File: config.mk
export PLATFORM = sky130hd
export DESIGN_NAME = knn_dist_scheduler
export DESIGN_NICKNAME = d
export VERILOG_FILES = /design/src/rtl/knn_dist_scheduler.sv
export SDC_FILE = /design/constraint.sdc
export NUM_CORES = 1
export LEC_CHECK = 0
export BUFFER_PORTS_ARGS = -buffer_cell sky130_fd_sc_hd__buf_2
export CAP_MARGIN = 40
export CORE_MARGIN = 2
export CORE_UTILIZATION = 40
export DETAILED_ROUTE_END_ITERATION = 8
export PLACE_DENSITY = 0.76
export SLEW_MARGIN = 20
export SYNTH_ARGS = -nofsm -noshare
export SYNTH_HDL_FRONTEND = slang
export SYNTH_SLANG_ARGS = --single-unit
File: constraint.sdc
create_clock -name clk -period 1.5 [get_ports clk]
set_clock_uncertainty 0.05 [all_clocks]
set_input_delay 0.15 -clock clk [delete_from_list [all_inputs] [get_ports clk]]
set_output_delay 0.15 -clock clk [all_outputs]
set_load 0.005 [all_outputs]
File: src/rtl/knn_dist_scheduler.sv
// Query scheduler for a KNN distance datapath: round-robin grant of one query,
// in-order issue of K candidate indices, result counting and a done handshake.
module knn_dist_scheduler #(
  parameter int BIT_WIDTH = 16,
  parameter int K         = 8,
  parameter int N_REQ     = 2
) (
  input  logic                         clk,
  input  logic                         reset_n,
  input  logic [N_REQ-1:0]             req_valid,
  output logic [N_REQ-1:0]             req_ready,
  input  logic [N_REQ*BIT_WIDTH-1:0]   req_qp_x,
  input  logic [N_REQ*BIT_WIDTH-1:0]   req_qp_y,
  input  logic [N_REQ*BIT_WIDTH-1:0]   req_qp_z,
  output logic [BIT_WIDTH-1:0]         dp_qp_x,
  output logic [BIT_WIDTH-1:0]         dp_qp_y,
  output logic [BIT_WIDTH-1:0]         dp_qp_z,
  output logic                         dp_issue_valid,
  output logic [$clog2(K)-1:0]         dp_issue_idx,
  output logic                         dp_issue_last,
  input  logic                         dp_stall,
  input  logic                         dp_result_valid,
  output logic                         done_valid,
  input  logic                         done_ready,
  output logic [$clog2(N_REQ)-1:0]     done_id,
  output logic                         busy,
  output logic                         err
);
  localparam int IW = $clog2(K);
  localparam int NW = $clog2(N_REQ);

  typedef enum logic [1:0] {IDLE, ISSUE, DRAIN, DONE} state_t;
  state_t state, state_nxt;

  logic [NW-1:0] rr_ptr, id_q, gnt_idx, rr_nxt;
  logic [NW:0]   cand;
  logic          gnt_any, grant;
  logic [IW-1:0] issue_cnt;
  logic [IW:0]   result_cnt;
  logic          issue_fire, res_en, res_kth, res_early, res_stray;

  logic [N_REQ-1:0][BIT_WIDTH-1:0] qx, qy, qz;
  assign qx = req_qp_x;
  assign qy = req_qp_y;
  assign qz = req_qp_z;

  // Round-robin search: first valid requester at or after rr_ptr, wrapping.
  always_comb begin
    gnt_any = 1'b0;
    gnt_idx = '0;
    cand    = '0;
    for (int o = 0; o < N_REQ; o++) begin
      cand = {1'b0, rr_ptr} + (NW+1)'(o);
      if (cand >= (NW+1)'(N_REQ)) cand = cand - (NW+1)'(N_REQ);
      if (!gnt_any && req_valid[cand[NW-1:0]]) begin
        gnt_any = 1'b1;
        gnt_idx = cand[NW-1:0];
      end
    end
  end

  assign rr_nxt     = (gnt_idx == NW'(N_REQ-1)) ? '0 : gnt_idx + 1'b1;
  assign grant      = (state == IDLE) && gnt_any;
  assign issue_fire = (state == ISSUE) && !dp_stall;
  assign res_en     = dp_result_valid && (state == ISSUE || state == DRAIN);
  assign res_kth    = res_en && (result_cnt == (IW+1)'(K-1));
  // A result with no outstanding issue means the datapath got ahead of us.
  assign res_early  = dp_result_valid && (state == ISSUE) &&
                      (result_cnt >= {1'b0, issue_cnt});
  assign res_stray  = dp_result_valid && (state == IDLE || state == DONE);

  always_comb begin
    state_nxt      = state;
    req_ready      = '0;
    dp_issue_valid = 1'b0;
    dp_issue_last  = 1'b0;
    done_valid     = 1'b0;
    case (state)
      IDLE: if (gnt_any) begin
        req_ready[gnt_idx] = 1'b1;
        state_nxt          = ISSUE;
      end
      ISSUE: begin
        dp_issue_valid = !dp_stall;
        dp_issue_last  = !dp_stall && (issue_cnt == IW'(K-1));
        if (res_kth)            state_nxt = DONE;
        else if (dp_issue_last) state_nxt = DRAIN;
      end
      DRAIN: if (res_kth) state_nxt = DONE;
      DONE: begin
        done_valid = 1'b1;
        if (done_ready) state_nxt = IDLE;
      end
      default: state_nxt = IDLE;
    endcase
    // Strobe must read zero for the whole time reset is held.
    req_ready = req_ready & {N_REQ{reset_n}};
  end

  always_ff @(posedge clk or negedge reset_n) begin
    if (!reset_n) begin
      state      <= IDLE;
      rr_ptr     <= '0;
      id_q       <= '0;
      issue_cnt  <= '0;
      result_cnt <= '0;
      dp_qp_x    <= '0;
      dp_qp_y    <= '0;
      dp_qp_z    <= '0;
      err        <= 1'b0;
    end else begin
      state <= state_nxt;
      if (grant) begin
        rr_ptr     <= rr_nxt;
        id_q       <= gnt_idx;
        dp_qp_x    <= qx[gnt_idx];
        dp_qp_y    <= qy[gnt_idx];
        dp_qp_z    <= qz[gnt_idx];
        issue_cnt  <= '0;
        result_cnt <= '0;
      end else begin
        if (issue_fire) issue_cnt  <= issue_cnt + 1'b1;
        if (res_en)     result_cnt <= result_cnt + 1'b1;
      end
      if (res_stray || res_early) err <= 1'b1;
    end
  end

  assign dp_issue_idx = issue_cnt;
  assign busy         = (state != IDLE);
  assign done_id      = (state == DONE) ? id_q : '0;

endmodule

---- After elaboration in Yosys (flattened, before gate mapping) ----
Cells that the tools add are included.
word-level totals
  memories kept ........................... 0
  bits in latches ......................... 0
  ROM bits ................................ 0
  input bits .............................. 103
  output and inout port bits .............. 59
  bits in writable memories ............... 0
  word-level logic and storage cells ...... 87
  bits in registers ....................... 60
cells by class
  bitwise logic cells ..................... 1
  muxes and demuxes ....................... 35
  order comparisons ....................... 7
  reduce and logical (&&, ||, !) cells .... 20
  shift-type cells ........................ 0
  multipliers ............................. 0
  add/subtract/negate cells ............... 6
  div/mod/pow operators ................... 0
  eq/ne operators ......................... 9
operator list
  kind                                                         count
  two-way mux 16 bit                                           6
  two-way mux 1 bit                                            16
  two-way mux 2 bit                                            7
  logical AND 1 bit                                            10
  two-way mux 4 bit                                            2
  one-hot mux 2 bit (4 select lines)                           1
  less-than comparator 1 x 2 -> 1 bit (second input constant)  3
  two-way mux 3 bit                                            2
  != test 2 bit (second input constant)                        3
  nonzero test 2 bit                                           3
  adder 4 x 1 -> 4 bit (second input constant)                 1
  == test 2 bit (second input constant)                        2
  == test 4 x 3 -> 1 bit (second input constant)               1
  >= comparator 4 x 3 -> 1 bit                                 1
  AND reduction 4 bit                                          1
  adder 3 x 1 -> 3 bit (second input constant)                 1
  == test 3 bit (second input constant)                        1
  logical OR 1 bit                                             3
  != test 3 x 2 -> 1 bit (second input constant)               1
  adder 1 x 1 -> 2 bit (second input constant)                 1
  bitwise AND 2 bit                                            1
  == test 2 x 1 -> 1 bit (second input constant)               1
  >= comparator 1 x 2 -> 1 bit (second input constant)         1
  >= comparator 2 bit (second input constant)                  1
  6 further kinds                                              8

---- Depth between registers and ports, before layout ----
Gate-level depths: netlist of the first run.
  depth after elaboration ................. 15
  mapped depth ............................ 7
  mapped depth without buffers ............ 6

---- Worst setup path before layout of the first run ----
OpenSTA, ideal clock, no wires.
  path type ............................... reg-to-reg
  from .................................... register state[0]
  to ...................................... register state[0]
  data required time ...................... 1372 ps
  period minus slack after synthesis ...... 1669 ps
  arrival ................................. 1541 ps
  path buffers ............................ 0
  stages on the path, launching flop included .. 7
  library setup time ...................... 78 ps
  path slack .............................. -169 ps
  cell sequence ........................... dfrtp_1 -> inv_1 -> ha_1 -> nand2_2 -> or4_1 -> o211ai_1 -> o2bb2ai_1
between the ends
  longest elaborated chain between the ends .. 6
  elaborated cells on any way between the ends .. 14
  classes of those cells .................. eq/ne (7); mux (2); reduce/logical (5)
RTL lines
  item                                                                                 line    RTL
  start, declared                                                                      33      state_t state, state_nxt;
  start signal, assigned                                                               112     state <= state_nxt;
  == test 2 x 1 -> 1 bit or == test 2 bit (tied branches)                              65, 78
  logical OR 1 bit                                                                     65      assign res_en = dp_result_valid && (state == ISSUE || state == DRAIN);
  logical AND 1 bit                                                                    65
  logical AND 1 bit                                                                    66      assign res_kth = res_en && (result_cnt == (IW+1)'(K-1));
  != test 3 x 2 -> 1 bit (no line), or another cell as far along                       --
  AND reduction 4 bit (no line) or one-hot mux 2 bit (4 select lines) (tied branches)  --
Parallel ways exist; a longest one is shown, timed or not.
A chain may end at the register's enable or synchronous reset.

---- Worst setup path in the final report of the first run ----
  from .................................... register state[1]
  to ...................................... output port req_ready[0]
between the ends
  longest elaborated chain between the ends .. 3
RTL lines
  item               line  RTL
  logical NOT 2 bit  78    case (state)
  two-way mux 2 bit  78
  bitwise AND 2 bit  97    req_ready = req_ready & {N_REQ{reset_n}};
  end, declared      11    output logic [N_REQ-1:0] req_ready,
Every way passes these cells.

==> results of run 1 <==
-- final timing paths --
path / from / to / slack (ns) / cells after the start
max in group asynchronous: reset_n / dp_qp_z[0] / 0.47 / 3
setup / recovery: state[1] / req_ready[0] / -0.22 / 7
setup reg to reg: state[1] / dp_qp_y[6] / -0.15 / 8
min in group asynchronous: reset_n / dp_qp_x[0] / 0.22 / 2
hold reg to reg: dp_qp_x[11] / dp_qp_x[11] / 0.43 / 2
hold / removal: req_qp_y[22] / dp_qp_y[6] / 0.02 / 2
-- state kept, by name, summed over array words and instances (netlist names) --
name / count
state: 2
rr_ptr: 1
dp_qp_y: 16
dp_issue_idx: 3
dp_qp_z: 16
result_cnt: 4
dp_qp_x: 16
err: 1
id_q: 1
-- area by class of cell --
cell class	count	area [um^2]
Multi-Input combinational cell	191	1640
Sequential cell	60	1500
Clock inverter	7	163
Inverter	9	36.3
Tap cell	99	124
Fill cell	522	2020
Clock buffer	9	124
Timing Repair Buffer	225	1610
-- worst register-to-register path: stages (launching register included) --
cell and delay [ns]:
dfrtp_1 0.37, inv_2 0.08, ha_4 0.18, inv_4 0.06
nor2_4 0.04, buf_12 0.13, buf_4 0.16, and3_2 0.21
a221o_1 0.27
-- per-stage QoR --
step | cells | setup slack [ns] | hold slack (ns) | instance area (um^2)
finish | 600 | -0.224 | 0.0167 | 5190
global route | 600 | -0.288 | 0.00788 | 5190
CTS | 588 | -0.221 | 0.000699 | 4800
detailed placement | 540 | -0.0696 | -0.0560 | 4020
global placement | 540 | -0.0219 | -0.0567 | 4020
floorplan | 275 | -0.0802 | -0.196 | 2980
-- layout by cell type, fill, tap and decap left out, types with 3 or more instances in the layout --
cell           count
o21ai_1           19
o21ai_2           12
buf_6             19
inv_1              6
nor2_4             4
buf_4             20
and3_1             3
bufinv_16          5
clkbuf_8           9
nand3_1            3
nand2_1           22
dlygate4sd3_1     17
a21oi_1            4
ha_1               5
buf_2            156
and3_4            10
mux2i_1           30
nand2_2            8
nor2_1             8
dfrtp_1           60
ha_4               4
and3_2             7
a21oi_2            3
nand2_4            3
a221o_1           19
clkbuf_16          4
buf_12             5
o21ai_4            4
-- cells by family after synthesis --
kind of cell,after synthesis,share of synthesized area (%)
simple gates,78,13.2
fa+ha+maj,11,4.66
xor+xnor,3,0.889
compound gates,66,15.2
mux,30,10.2
buf+inv,27,5.04
flops,60,50.8
-- metal layers --
layer / share of wire, % / vias to the layer above / GRT usage [%]
li1: - / 1444 / -
met3: 5.7 / 18 / 5.36
met5: 0 / - / 0
met1: 40 / 1424 / 26.3
met4: 2.1 / 0 / 10.0
met2: 52 / 126 / 37.4
-- power by group --
group	internal, uW	leakage [uW]	switching, uW	total, uW
registers	2370	0.000743	432	2800
clock network	1440	0.000139	649	2090
logic	2920	0.00181	2370	5300
total	6730	0.00269	3460	10200
-- timing repair --
action                     4_1_cts  5_1_grt
setup endpoints to repair       29       63
pin swaps                       18       12
gates resized for setup         36       72
buffers inserted                12        3
hold buffers                    17        0
hold endpoints to repair        76        0
cloned                           3        9
==> results.md, run 1 <==
- Outcome: complete, but fails checks
- Failing checks: setup timing
- Peak VDD IR: 0.890 mV
- Top FF cell, synth: dfrtp_1
- Worst EP arrival: around 1.5 ns
- Worst-Margin Slew: roughly 0.5 ns
- # setup viols final: 45
- Mapped Nets: 389
- Core footprint: 7210 um^2
- Area Growth Syn to Fin: 75.6%
- Power Density: 1960 nW/um^2
- Initial DRC Count: 76
- Critical path type: register to output pin
- Cell variety after synth: 34
- Power, Total: 10200 uW
- DPL Wire Length: 5730 um
- Leak Pwr: 0.00269 uW
- Vias: around 3000
- Io pins: 162
- Peak fanout along the critical path: 3
- Port buffer count: 161
- Share of post-route cells with drive strength above 1: 58.7%
- Syn Inst Count: 275
- Register area share after synthesis: between 50% and 60%
- Slowest stage delay, CP: 0.40 ns
- Die width: between 80 and 90 um
- # DRC: 0
- Avg Cell Area, Syn: around 11 um^2
- Clk Latency, worst-skew pair: 0.33 ns
- Cell with the most instances after synthesis: dfrtp_1
- CP delay by family, top: flip-flops
- Final Wtd Congestion: 0.795
- DR vias/cell: 5.02
- Final period utilization: 115%
- Starting Density: 41.0%
- Placement row count: 31
- RSZ-0062 raised after global routing: yes
- Highest Clock Rate: around 0.58 GHz
- Die area: 8100 um^2
- Global-route wire length before repair: 14000 um
- Clock Tree Root: clkbuf_8
- CTS HTree Levels: 3
- Clk buf depth: 2
- Die H: around 90 um
- Fraction of registers with async set/reset: 100%
- Num CTS Buffers: 9
- # diodes: 0
- Critical-path top delay cell: dfrtp_1
- Crit-path cells: inv_2 -> ha_4 -> inv_4 -> nor2_4 -> buf_12 -> and3_4 -> buf_6
- Setup slack after layout: -0.224 ns
- CP startpoint kind: register
- Synth area leader: dfrtp_1
- CTS tree: done
- Max Cap Violations: 0
- Vias in the first global route: roughly 2900
- Number of synthesized flops with an enable pin: 0
- Mapped cell area: 2960 um^2
- CTS Sinks: 60
- Drt first pass iters: 4
- GR Util All Layers: between 20% and 30%
- WL per Instance: roughly 16 um
- Commonest cells in the netlist: dfrtp_1, nand2_1, mux2i_1
- Worst-path clk slew: about 0.070 ns
- Setup TNS: -3.98 ns
- Post-DRT Antenna Nets: 0
- Number of nets in the layout: 610
- Post-Route WL: between 9000 and 10000 um
- GRT overflow: 0
- Slew Limit Headroom: 66.6%
- HP Class: input port to register
- Flops & latches, synth: 60
- Synth top area share: 50.8%
- Largest cells by area after synthesis: dfrtp_1, mux2i_1, a221o_1
- Worst EP required: 1.30 ns
- Fin crit period: 1.72 ns
- CP endpoint kind: output pin
- Buf/Inv on CP: 4
- Fin. Hold Viols: 0
- Largest net degree at the start of global routing: 36
- Fin util: 72.0%
- Syn. warnings: 0
- Initial antenna violation count: 0
- Fin. max-slew vios: 0
No activity file was read; power rests on OpenSTA's default activity.
==> run 2: changes to the inputs <==
SKIP_CTS_REPAIR_TIMING = 1   (was default)
==> run 2 against run 1 <==
Compared with the run above:
- the run still ends with setup timing left
- register-to-register slack worse by 0.02 ns
- cell count fell by 3.2%
- sequential power decreased by 1%
- largest cell class is now sequential cells
- highest routed layer unchanged
==> results.md, run 2 (synthesis gave the netlist of run 1 again) <==
- Outcome: complete, but fails checks
- Failing checks: setup timing
- Area after DPL: 4020 um^2
- Most common cell after layout, fill and taps aside: buf_2
- GRT overflow: 0
- Clock Tree Root: clkbuf_8
- Core footprint: 7210 um^2
- Peak VDD IR: around 0.76 mV
- Io pins: 162
- Start point of the worst hold path: req_qp_y[20]
- Met3 Use GR: 5.03%
- Hold depth: 2
- Reg2reg path depth: 8
- Slowest stage delay, CP: 0.39 ns
- Most frequent cells in the layout: buf_2, dfrtp_1, nand2_1
- Largest net degree at the start of global routing: 42
- Number of nets in the layout: 590
- Worst-Margin Slew: roughly 0.67 ns
- Post-Route WL: 8280 um
- # DRC: 0
- M1 GR Usage: around a quarter
- Setup TNS: -3.54 ns
- HP Class: input port to register
- # setup viols final: 26
- Placement row count: 31
- CP delay by family, top: flip-flops
- Switching share of power: 32.9%
- Initial antenna violation count: 1
- Share of post-route cells with drive strength above 1: 52.0%
- Critical-path top delay cell: dfrtp_1
- Internal: 6100 uW
- Slew Limit Headroom: 55.4%
- Worst reg2reg setup slack: -0.17 ns
- Initial DRC Count: 84
- Clock Power Share: 22.8%
- Global-route wire length before repair: around 12000 um
- Vias: 2805
- Hold Path End: dp_qp_y[4]
- Fin. max-slew vios: 0
- Reg-to-Reg Start: state[0]
- Area Growth Syn to Fin: 59.4%
- Clk buf depth: 2
- Fin. Hold Viols: 0
- Vias in the first global route: 2538
- Clk Latency, worst-skew pair: 0.32 ns
- Fin cells: 581
- Port buffer count: 161
- Drt first pass iters: 4
- Buf/Inv on CP: 4
- Post-DRT Antenna Nets: 0
- Fin crit period: 1.74 ns
- Final period utilization: 116%
- Design area: 4710 um^2
- CTS HTree Levels: 3
- Num CTS Buffers: 9
- Worst EP arrival: ~1.5 ns
- Starting Density: 41.0%
- DR vias/cell: 4.83
- Peak fanout along the critical path: 5
- Combinational power share: 46.9%
- Worst EP required: 1.30 ns
- WL per Instance: between 10 and 15 um
- Setup slack after layout: -0.238 ns
- Power Density: just under 2000 nW/um^2
- Reg2reg end: dp_qp_y[5]
- GR Util All Layers: 19.0%
- Worst-path clk slew: 0.07 ns
- Final Wtd Congestion: 0.795
- Max Cap Violations: 0
- RSZ-0062 raised after global routing: yes
- Die width: 90.0 um
- Critical path type: register to output pin
- CTS tree: done
- Highest Clock Rate: 0.575 GHz
- Die area: 8100 um^2
- CTS Sinks: 60
- DPL Wire Length: 5730 um
- Leak Pwr: 0.00252 uW
- NetSw: 3000 uW
- GR Util met2: 30.4%
- Crit-path cells: inv_2 -> ha_4 -> inv_4 -> nor2_4 -> buf_12 -> and3_4 -> buf_6
- CP startpoint kind: register
- Sequential Power Share: 30.4%
- CP endpoint kind: output pin
- Gr busiest metal: met2
- Placed cells: 540
- Die H: between 80 and 90 um
- Biggest regs: dp_qp_x: 16 flops, dp_qp_y: 16 flops, dp_qp_z: 16 flops
run 2: worst max-delay path by stage:
stage / startpoint / to / slack, ns / cells past startpoint
6_report: state[1] / req_ready[0] / -0.24 / 7
3_5_place_dp: dp_issue_idx[0] / state[1] / -0.07 / 6
3_3_place_gp: state[1] / state[0] / -0.02 / 6
2_1_floorplan: state[0] / state[0] / -0.08 / 6
4_1_cts: state[1] / req_ready[0] / -0.40 / 7
5_1_grt: state[1] / req_ready[0] / -0.31 / 7
run 2: layout make-up:
class | instances | area, um^2
clock buffers | 9 | 124
inverters | 9 | 36.3
clock inverters | 7 | 163
fillers | 575 | 2500
repair buffers | 208 | 1310
multi-input cells | 188 | 1450
flip-flops and latches | 60 | 1500
well taps | 99 | 124
diodes | 1 | 2.50
run 2: layer usage:
| metal | wire length, um | vias to the layer above |
|---|---|---|
| met1 | 3440 | 1296 |
| met4 | 136 | 0 |
| met2 | 4180 | 107 |
| li1 | - | 1392 |
| met5 | 0 | - |
| met3 | 530 | 10 |
run 2: worst register-to-register path, cell delays in order (launching register included):
cell       delay [ns]
dfrtp_1          0.38
inv_2            0.07
ha_4             0.18
inv_4            0.06
nor2_4           0.04
buf_4            0.15
clkbuf_16        0.16
and3_2           0.20
a221o_1          0.26
run 2: stage by stage:
| stage | hold slack (ns) | power (uW) | setup slack (ns) | util [%] |
|---|---|---|---|---|
| after global routing | 0.00352 | 9770 | -0.308 | 65.3 |
| final | 0.00178 | 9100 | -0.238 | 65.3 |
| after CTS | -0.422 | 8530 | -0.401 | 59.7 |
| after global placement | -0.0567 | 6270 | -0.0219 | 55.8 |
| after floorplan | -0.196 | 4760 | -0.0802 | - |
| after detailed placement | -0.0560 | 6410 | -0.0696 | 55.8 |
run 2: power by group through the flow:
stage / Sequential [uW] / Clock, uW / Combinational, uW
final: 2760 / 2070 / 4270
after global routing: 2840 / 2200 / 4720
after CTS: 2760 / 2130 / 3640
after detailed placement: 2790 / 0 / 3620
after global placement: 2750 / 0 / 3520
after floorplan: 2840 / 0 / 1920
==> run 3: changes to the inputs <==
SETUP_SLACK_MARGIN = 0.15   (was default)
==> run 3 against run 2 <==
Compared with the run above:
- the run still ends with setup timing left
- worst setup slack about the same
- via count increased by 7.8%
- clock-buffer cell count increased by 2
- worst hold slack improved by 0.0034 ns
- critical path type unchanged
==> results.md, run 3 (synthesis gave the netlist of run 1 again) <==
- GRT overflow: 0
- Max Cap Violations: 0
- Setup WS pre-CTS: -0.120 ns
- Peak fanout along the critical path: 3
- Die H: 90.0 um
- Outcome: complete, but fails checks
- Slew Limit Headroom: between 70% and 80%
- WL per Instance: 16.1 um
- Final Wtd Congestion: 0.739
- # diodes: 0
- Critical-path top delay cell: dfrtp_1
- CTS Sinks: 60
- Most frequent cells in the layout: buf_2, dfrtp_1, mux2i_1
- Initial antenna violation count: 0
- Worst EP required: 1.30 ns
- Final period utilization: 116%
- Biggest regs: dp_qp_x: 16 flops, dp_qp_y: 16 flops, dp_qp_z: 16 flops
- Fin. Hold Viols: 0
- Highest Clock Rate: between 0.5 and 0.6 GHz
- Clock Tree Root: clkbuf_8
- Port buffer count: between 150 and 200
- # DRC: 0
- Fin. max-slew vios: 0
- Largest net degree at the start of global routing: 60
- Placement row count: 31
- Clk buf depth: 2
- CTS tree: done
- # setup viols final: 58
- Most common cell after layout, fill and taps aside: buf_2
- Setup slack after layout: -0.238 ns
- Post-Route WL: 9770 um
- CP delay by family, top: flip-flops
- RSZ-0062 raised after global routing: yes
- HP Class: input port to register
- CP startpoint kind: register
- Post-DRT Antenna Nets: 0
- Slowest stage delay, CP: between 0.4 and 0.5 ns
- Number of nets in the layout: around 620
- Starting Density: ~41%
- Power Density: 1910 nW/um^2
- Global-route wire length before repair: 12400 um
- Worst-path clk slew: roughly 0.070 ns
- Die area: 8100 um^2
- Area Growth Syn to Fin: 80.8%
- Worst hold margin: roughly 0.0052 ns
- Buf/Inv on CP: 4
- Die width: ~90 um
- Vias: 3025
- DPL Wire Length: 5500 um
- GR Util All Layers: 18.7%
- Num CTS Buffers: 9
- Worst-Margin Slew: 0.406 ns
- Leak Pwr: 0.00275 uW
- Core footprint: 7210 um^2
- Fin crit period: about 1.7 ns
- Io pins: 162
- Failing checks: setup timing
- Initial DRC Count: between 100 and 150
- DR vias/cell: around 5.0
- Vias in the first global route: between 2000 and 3000
- Worst EP arrival: ~1.5 ns
- CP endpoint kind: output pin
- Peak VDD IR: 1.03 mV
- Share of post-route cells with drive strength above 1: 60.6%
- Clk Latency, worst-skew pair: approximately 0.32 ns
- CTS HTree Levels: 3
- Critical path type: register to output pin
- Crit-path cells: inv_2 -> ha_4 -> inv_4 -> nor2_4 -> buf_12 -> and3_4 -> buf_6
- Drt first pass iters: 4
## run 3: worst paths after layout
path	cells past startpoint	startpoint	slack (ns)	end
max in group asynchronous	3	reset_n	0.63	dp_qp_z[11]
worst max-delay path	7	state[0]	-0.24	req_ready[0]
worst min-delay path	2	req_qp_y[25]	0.005	dp_qp_y[9]
min in group asynchronous	2	reset_n	0.19	rr_ptr
worst min register to register	2	dp_qp_x[8]	0.42	dp_qp_x[8]
worst max register to register	8	state[0]	-0.19	state[1]
## run 3: power by group
part	leakage [uW]	total, uW	switching (uW)	internal [uW]
sequential	0.000743	2830	465	2370
clock	0.000117	1700	602	1100
combinational	0.00189	5660	2470	3190
total	0.00275	10200	3540	6660
## run 3: through the flow
step / util, % / std cells / total power, uW / setup TNS (ns) / cell area (um^2)
floorplan: - / 275 / 5000 / -0.0796 / 3130
detailed placement: 57.3 / 536 / 6550 / -0.887 / 4140
finish: 74.1 / 606 / 10200 / -6.34 / 5350
CTS: 60.5 / 552 / 8270 / -3.09 / 4370
global placement: 57.3 / 536 / 6380 / -0.119 / 4140
global route: 74.1 / 606 / 10900 / -9.81 / 5350
## run 3: worst reg2reg max path, stage by stage, from the launching register on
cell	delay [ns]
dfrtp_1	0.43
buf_6	0.14
buf_6	0.11
ha_4	0.15
buf_4	0.12
nor2b_1	0.15
a21oi_2	0.18
o21ai_2	0.10
mux2i_1	0.18
## run 3: cell type report
cell class | count | area, um^2
multi-input cells | 191 | 1700
well taps | 99 | 124
inverters | 9 | 36.3
repair buffers | 231 | 1750
clock buffers | 11 | 131
fillers | 477 | 1870
clock inverters | 5 | 100
flip-flops and latches | 60 | 1500
## run 3: routing by layer
metal | track usage, % | vias to the layer above | part of all wire, %
met1 | 22.7 | 1432 | 41
met3 | 6.45 | 10 | 6.8
met5 | 0 | - | 0
met4 | 4.87 | 0 | 0.69
li1 | - | 1452 | -
met2 | 32.1 | 131 | 51
